`src/rtl/hilo_muldiv_unit.sv`:
```
// HI/LO multiply/divide engine: iterative shift-add MULTU, restoring DIV/DIVU with sign fix-up.
// Optional macro HILO_FAST_MULTU_EN turns MULTU into a single-cycle combinational multiply.
module hilo_muldiv_unit #(
  parameter int unsigned WIDTH = 32,
  parameter int unsigned CNT_W = 6
) (
  input  logic             clk,
  input  logic             rst,
  input  logic             div,
  input  logic             divu,
  input  logic             multu,
  input  logic             mthi,
  input  logic             mtlo,
  input  logic             cancel,
  input  logic [WIDTH-1:0] rsdata,
  input  logic [WIDTH-1:0] rtdata,
  output logic [WIDTH-1:0] hi,
  output logic [WIDTH-1:0] lo,
  output logic             busy
);

  localparam logic [1:0] StIdle = 2'd0;
  localparam logic [1:0] StMul  = 2'd1;
  localparam logic [1:0] StDiv  = 2'd2;
  localparam logic [1:0] StFix  = 2'd3;

  localparam logic [CNT_W-1:0] CntLast = CNT_W'(WIDTH - 1);

  logic [1:0]       state_q, state_d;
  logic [CNT_W-1:0] cnt_q, cnt_d;
  logic [WIDTH-1:0] hi_q, hi_d, lo_q, lo_d;
  logic             busy_q, busy_d;
  // acc: partial remainder / product high; sh: quotient / multiplier-product low
  logic [WIDTH-1:0] acc_q, acc_d, sh_q, sh_d, opnd_q, opnd_d;
  logic             sgn_q, sgn_d, negq_q, negq_d, negr_q, negr_d, dz_q, dz_d;

  logic [WIDTH:0]   mul_sum;
  logic [WIDTH:0]   div_rem;
  logic [WIDTH:0]   div_diff;
  logic [WIDTH-1:0] div_acc;
  logic [WIDTH-1:0] div_sh;
  logic             is_div;

`ifdef HILO_FAST_MULTU_EN
  logic [2*WIDTH-1:0] fast_prod;
  assign fast_prod = {{WIDTH{1'b0}}, rsdata} * {{WIDTH{1'b0}}, rtdata};
`endif

  assign is_div = div | divu;

  always_comb begin
    mul_sum  = {1'b0, acc_q} + (sh_q[0] ? {1'b0, opnd_q} : '0);
    div_rem  = {acc_q, sh_q[WIDTH-1]};
    div_diff = div_rem - {1'b0, opnd_q};
    div_acc  = div_diff[WIDTH] ? div_rem[WIDTH-1:0] : div_diff[WIDTH-1:0];
    div_sh   = {sh_q[WIDTH-2:0], ~div_diff[WIDTH]};
  end

  always_comb begin
    state_d = state_q;
    cnt_d   = cnt_q;
    hi_d    = hi_q;
    lo_d    = lo_q;
    busy_d  = busy_q;
    acc_d   = acc_q;
    sh_d    = sh_q;
    opnd_d  = opnd_q;
    sgn_d   = sgn_q;
    negq_d  = negq_q;
    negr_d  = negr_q;
    dz_d    = dz_q;

    if (cancel && state_q != StIdle) begin
      state_d = StIdle;
      busy_d  = 1'b0;
      cnt_d   = '0;
    end else begin
      case (state_q)
        StIdle: begin
          if (!cancel) begin
            if (is_div) begin
              // div wins over divu; signed ops work on magnitudes
              state_d = StDiv;
              busy_d  = 1'b1;
              cnt_d   = '0;
              acc_d   = '0;
              sgn_d   = div;
              dz_d    = (rtdata == '0);
              negq_d  = div & (rsdata[WIDTH-1] ^ rtdata[WIDTH-1]);
              negr_d  = div & rsdata[WIDTH-1];
              sh_d    = (div && rsdata[WIDTH-1] && rtdata != '0) ? -rsdata : rsdata;
              opnd_d  = (div && rtdata[WIDTH-1]) ? -rtdata : rtdata;
            end else if (multu) begin
`ifdef HILO_FAST_MULTU_EN
              hi_d = fast_prod[2*WIDTH-1:WIDTH];
              lo_d = fast_prod[WIDTH-1:0];
`else
              state_d = StMul;
              busy_d  = 1'b1;
              cnt_d   = '0;
              acc_d   = '0;
              sh_d    = rtdata;
              opnd_d  = rsdata;
`endif
            end else if (mthi) begin
              hi_d = rsdata;
            end else if (mtlo) begin
              lo_d = rsdata;
            end
          end
        end
        StMul: begin
          acc_d = mul_sum[WIDTH:1];
          sh_d  = {mul_sum[0], sh_q[WIDTH-1:1]};
          cnt_d = cnt_q + 1'b1;
          if (cnt_q == CntLast) begin
            hi_d    = mul_sum[WIDTH:1];
            lo_d    = {mul_sum[0], sh_q[WIDTH-1:1]};
            state_d = StIdle;
            busy_d  = 1'b0;
            cnt_d   = '0;
          end
        end
        StDiv: begin
          if (dz_q) begin
            hi_d    = sh_q;
            lo_d    = '1;
            state_d = StIdle;
            busy_d  = 1'b0;
          end else begin
            acc_d = div_acc;
            sh_d  = div_sh;
            cnt_d = cnt_q + 1'b1;
            if (cnt_q == CntLast) begin
              cnt_d = '0;
              if (sgn_q) begin
                state_d = StFix;
              end else begin
                hi_d    = div_acc;
                lo_d    = div_sh;
                state_d = StIdle;
                busy_d  = 1'b0;
              end
            end
          end
        end
        StFix: begin
          hi_d    = negr_q ? -acc_q : acc_q;
          lo_d    = negq_q ? -sh_q : sh_q;
          state_d = StIdle;
          busy_d  = 1'b0;
        end
        default: begin
          state_d = StIdle;
          busy_d  = 1'b0;
          cnt_d   = '0;
        end
      endcase
    end
  end

  always_ff @(posedge clk) begin
    if (rst) begin
      state_q <= StIdle;
      cnt_q   <= '0;
      hi_q    <= '0;
      lo_q    <= '0;
      busy_q  <= 1'b0;
      acc_q   <= '0;
      sh_q    <= '0;
      opnd_q  <= '0;
      sgn_q   <= 1'b0;
      negq_q  <= 1'b0;
      negr_q  <= 1'b0;
      dz_q    <= 1'b0;
    end else begin
      state_q <= state_d;
      cnt_q   <= cnt_d;
      hi_q    <= hi_d;
      lo_q    <= lo_d;
      busy_q  <= busy_d;
      acc_q   <= acc_d;
      sh_q    <= sh_d;
      opnd_q  <= opnd_d;
      sgn_q   <= sgn_d;
      negq_q  <= negq_d;
      negr_q  <= negr_d;
      dz_q    <= dz_d;
    end
  end

  assign hi   = hi_q;
  assign lo   = lo_q;
  assign busy = busy_q;

endmodule

```
`config.mk`:
```
export PLATFORM = sky130hd
export DESIGN_NAME = hilo_muldiv_unit
export DESIGN_NICKNAME = d
export VERILOG_FILES = /design/src/rtl/hilo_muldiv_unit.sv
export SDC_FILE = /design/constraint.sdc
export NUM_CORES = 1
export LEC_CHECK = 0
export CAP_MARGIN = 10
export CELL_PAD_IN_SITES_DETAIL_PLACEMENT = 0
export CELL_PAD_IN_SITES_GLOBAL_PLACEMENT = 1
export CORE_MARGIN = 4
export CORE_UTILIZATION = 47
export DETAILED_ROUTE_END_ITERATION = 10
export PLACE_DENSITY_LB_ADDON = 0.25
export SLEW_MARGIN = 5
export SYNTH_ARGS = -nofsm -noshare
export SYNTH_HDL_FRONTEND = slang
export SYNTH_SLANG_ARGS = --single-unit
```
`constraint.sdc`:
```
create_clock -name clk -period 5.6 [get_ports clk]
set_input_delay 1.12 -clock clk [delete_from_list [all_inputs] [get_ports clk]]
set_output_delay 1.12 -clock clk [all_outputs]
set_load 0.005 [all_outputs]
```
==> impl_results.md <==
- Synth Instances: 2,185
- Post-synth net total: 2,333
- Starting density of the core: 47.7%
- Netlist cell types: 85
- Slew margin rel.: 14.0%
- Grt total ovfl: 0
- Vias per cell: 6.67
- Unrepaired setup endpoints after global routing: no
- Status: complete, no violations
- Top Ports: 137
- TritonCTS clock tree: yes
- CTS clk-pin slew, worst paths: 0.07 ns
- Post-route cell area: 17,700 um2
- Std-Cell Rows: 66
- Final Util: 54.3%
- Worst r2r src: sh_q[0]$_SDFFE_PP0P_
- Period utilization: 79.6%
- Seq cells post-synth: 173
- Post-CTS setup buffers: 0
- Die width: 190 um
- CORE AREA: 32,600 um2
- Die area: 36,100 um2
- Leakage power: 6.66 nW
- GPL Wtd Cong: 1.00
- Initial antenna violation count: 0
- Net count, final: 2,366
- Clk sinks: 173
- Worst Setup SP: sh_q[0]$_SDFFE_PP0P_
- Port Buffer Count: 136
- GRT Overall Usage: 37.7%
- Wire length per cell: 26.3 um
- TritonCTS Buffers: 17
- FF-to-FF End: hi[25]$_SDFFE_PP0P_
- R2R depth: 15
- DRC Markers: 0
- Routed WL: 70,400 um
- Worst endpoint required time: 5.91 ns
- Endpoint type of the worst setup path: register
- Setup violations, final: 0
- Hold Vio Cnt, Final: 0
- Number of max-cap violations: 0
- Starting DRT DRC Count: 2,536
- Post-synth ARST share: 0%
- Crit path launch type: register
- Slew @ Worst Pin: 1.29 ns
- Antenna viol nets, final: 0
- Worst Setup Path Type: reg -> reg
- PD cells: 366 nW/um2
- First-pass GRT wire length: 104,000 um
- Max frequency: 224 MHz
- Post-synth EDFFs: 0
- Post-DP Area: 17,200 um2
- Setup TNS: 0 ns
- Clock buffer depth: 2
- Post-cts resize count: 0
- Share of cells above drive strength 1: 5.11%
- Slew Viols, Final: 0
- Fillers: 3,211
- R2R setup slack: 1.14 ns
- Clock skew: 0.0155 ns
- Synth Cell Area: 15,600 um2
- Main synth FF type: dfxtp_1
- Synth-to-Final Area Change: 13.9%
- Worst-Skew Late Latency: 0.46 ns
- Via count: 17,833
- Hold Path Class: reg -> reg
- Multi-input logic area: 11,200 um2
- Vias in the first global route: 16,182
- CP Max Fanout: 24
- CTS H-tree lvls: 4
- Pin count of the biggest net entering global routing: 94
- Post-DP HPWL: 54,100 um
- Worst Path Arrival: 4.77 ns
- Min cycle time layout: 4.46 ns
- Worst Setup EP: hi[25]$_SDFFE_PP0P_
- FF+latch area: 3460 um2
- Sequential fraction of the synthesis area: 22.3%
- Root buffer cell: clkbuf_16
- Syn Area/Cell: 7.12 um2
- DRT Pass-1 Iters: 8
- Peak VDD IR: 0.000349 V
- Ys Warns: 0
- Die height: 190 um
- Hold_buf cts: 0
## stage by stage
stage	total power, mW	std cells	hold WS, ns	worst slack (ns)
final	6.48	2674	0.452	1.14
after global placement	5.18	2641	0.440	0.905
after floorplan	3.83	2185	0.448	2.07
after detailed placement	5.20	2641	0.446	0.891
after CTS	6.33	2673	0.455	1.24
after global routing	6.76	2673	0.480	0.898
## state kept, by name, summed over array words and instances, names as in the netlist
| signal | cells |
|---|---|
| acc_q | 32 |
| busy | 1 |
| cnt_q | 6 |
| dz_q | 1 |
| hi | 32 |
| lo | 32 |
| negq_q | 1 |
| negr_q | 1 |
| opnd_q | 32 |
| sgn_q | 1 |
| sh_q | 32 |
| state_q | 2 |
## worst min-delay path by stage
| stage | start | to | slack (ns) | cells past startpoint |
|---|---|---|---|---|
| 4_1_cts | lo[28]$_SDFFE_PP0P_ | lo[28]$_SDFFE_PP0P_ | 0.45 | 2 |
| 5_1_grt | lo[31]$_SDFFE_PP0P_ | lo[31]$_SDFFE_PP0P_ | 0.48 | 2 |
| 2_1_floorplan | lo[24]$_SDFFE_PP0P_ | lo[24]$_SDFFE_PP0P_ | 0.45 | 2 |
| 6_report | lo[17]$_SDFFE_PP0P_ | lo[17]$_SDFFE_PP0P_ | 0.45 | 2 |
| 3_5_place_dp | lo[28]$_SDFFE_PP0P_ | lo[28]$_SDFFE_PP0P_ | 0.45 | 2 |
| 3_3_place_gp | lo[28]$_SDFFE_PP0P_ | lo[28]$_SDFFE_PP0P_ | 0.44 | 2 |
## cell usage in the layout, fill, tap and decap left out, types with 7 or more instances in the layout
cell type	n
mux2i_1	16
a32oi_1	8
a22oi_1	31
nand2b_1	27
o21ai_1	32
nor2_1	277
nand4_1	16
a22o_1	16
nor2b_1	10
clkdlybuf4s50_1	135
o41ai_1	17
or3_1	34
nor3_1	53
o21ai_0	112
dfxtp_1	173
a21oi_1	211
xnor2_1	97
clkbuf_16	17
a311oi_1	12
o21a_1	11
buf_4	44
nor4_1	14
nand2_1	213
ha_1	70
o211ai_1	22
or4_1	16
o31ai_1	32
mux2_2	9
and2_1	11
a221oi_1	23
nand3_1	30
o21bai_1	7
inv_1	76
a31oi_1	18
xor2_1	68
a21o_1	28
a211oi_1	103
## critical path, stage by stage (launching register included)
cell and delay (ns):
dfxtp_1 0.42, inv_1 0.39, buf_4 0.39, nor2_1 0.08, ha_1 0.33, a21oi_1 0.18
o21ai_0 0.11, buf_4 0.16, a2111oi_0 0.48, a21oi_1 0.31, a31oi_1 0.42, nand2_1 0.11
xor2_1 0.15, and2_1 0.20, a211oi_1 0.43, a2111oi_0 0.13
## area by class of cell
type / instances / area share (%)
Clock inverter: 11 / 0.473
Inverter: 78 / 1.65
Multi-Input combinational cell: 1769 / 63.2
Timing Repair Buffer: 179 / 9.49
Antenna cell: 1 / 0.0141
Sequential cell: 173 / 19.6
Clock buffer: 21 / 2.54
Tap cell: 442 / 3.12
## layer usage
metal	vias up	GRT usage (%)	part of all wire (%)
met3	175	8.37	12
met4	0	15.3	4.4
met2	1134	55.8	42
li1	8051	-	-
met5	-	0	0
met1	8473	53.3	42
## kinds of logic (layout without fill, tap and decap cells)
kind of cell / after synthesis / after routing / synth area share, %
AOI/OAI and AO/OA: 760 / 760 / 32.5
other: 0 / 1 / 0
and+or+nand+nor: 738 / 738 / 21.8
DFF: 173 / 173 / 22.3
xor gates and xnor gates: 165 / 165 / 9.29
muxes: 30 / 30 / 2.04
buffers and inverters: 243 / 289 / 5.95
adders and majority gates: 76 / 76 / 6.21
## synth_stat cells (all sizes together), types with 18 or more instances
library cell	n	area share (%)
a221oi	23	1.3
clkbuf	150	3.6
a31oi	18	0.72
o31ai	34	1.8
dfxtp	173	22
xor2	68	3.8
o41ai	19	1.2
a22oi	31	1.5
a21o	28	1.4
nor3	53	1.7
a211oi	103	5.0
xnor2	97	5.5
nand2b	27	1.1
ha	74	6.0
o21ai	144	4.6
nor2	278	6.7
o211ai	22	1.1
a21oi	212	6.8
or4	20	1.1
nand3	32	1.1
inv	78	1.9
or3	36	1.5
nand2	214	5.2
## power by group
| part | total [mW] | internal, mW | leakage [nW] | switching [mW] |
|---|---|---|---|---|
| registers | 1.68 | 1.42 | 1.41 | 0.261 |
| clock network | 1.15 | 0.585 | 0.256 | 0.567 |
| logic | 3.65 | 1.20 | 4.99 | 2.45 |
Power figures use the tool's default switching activity.
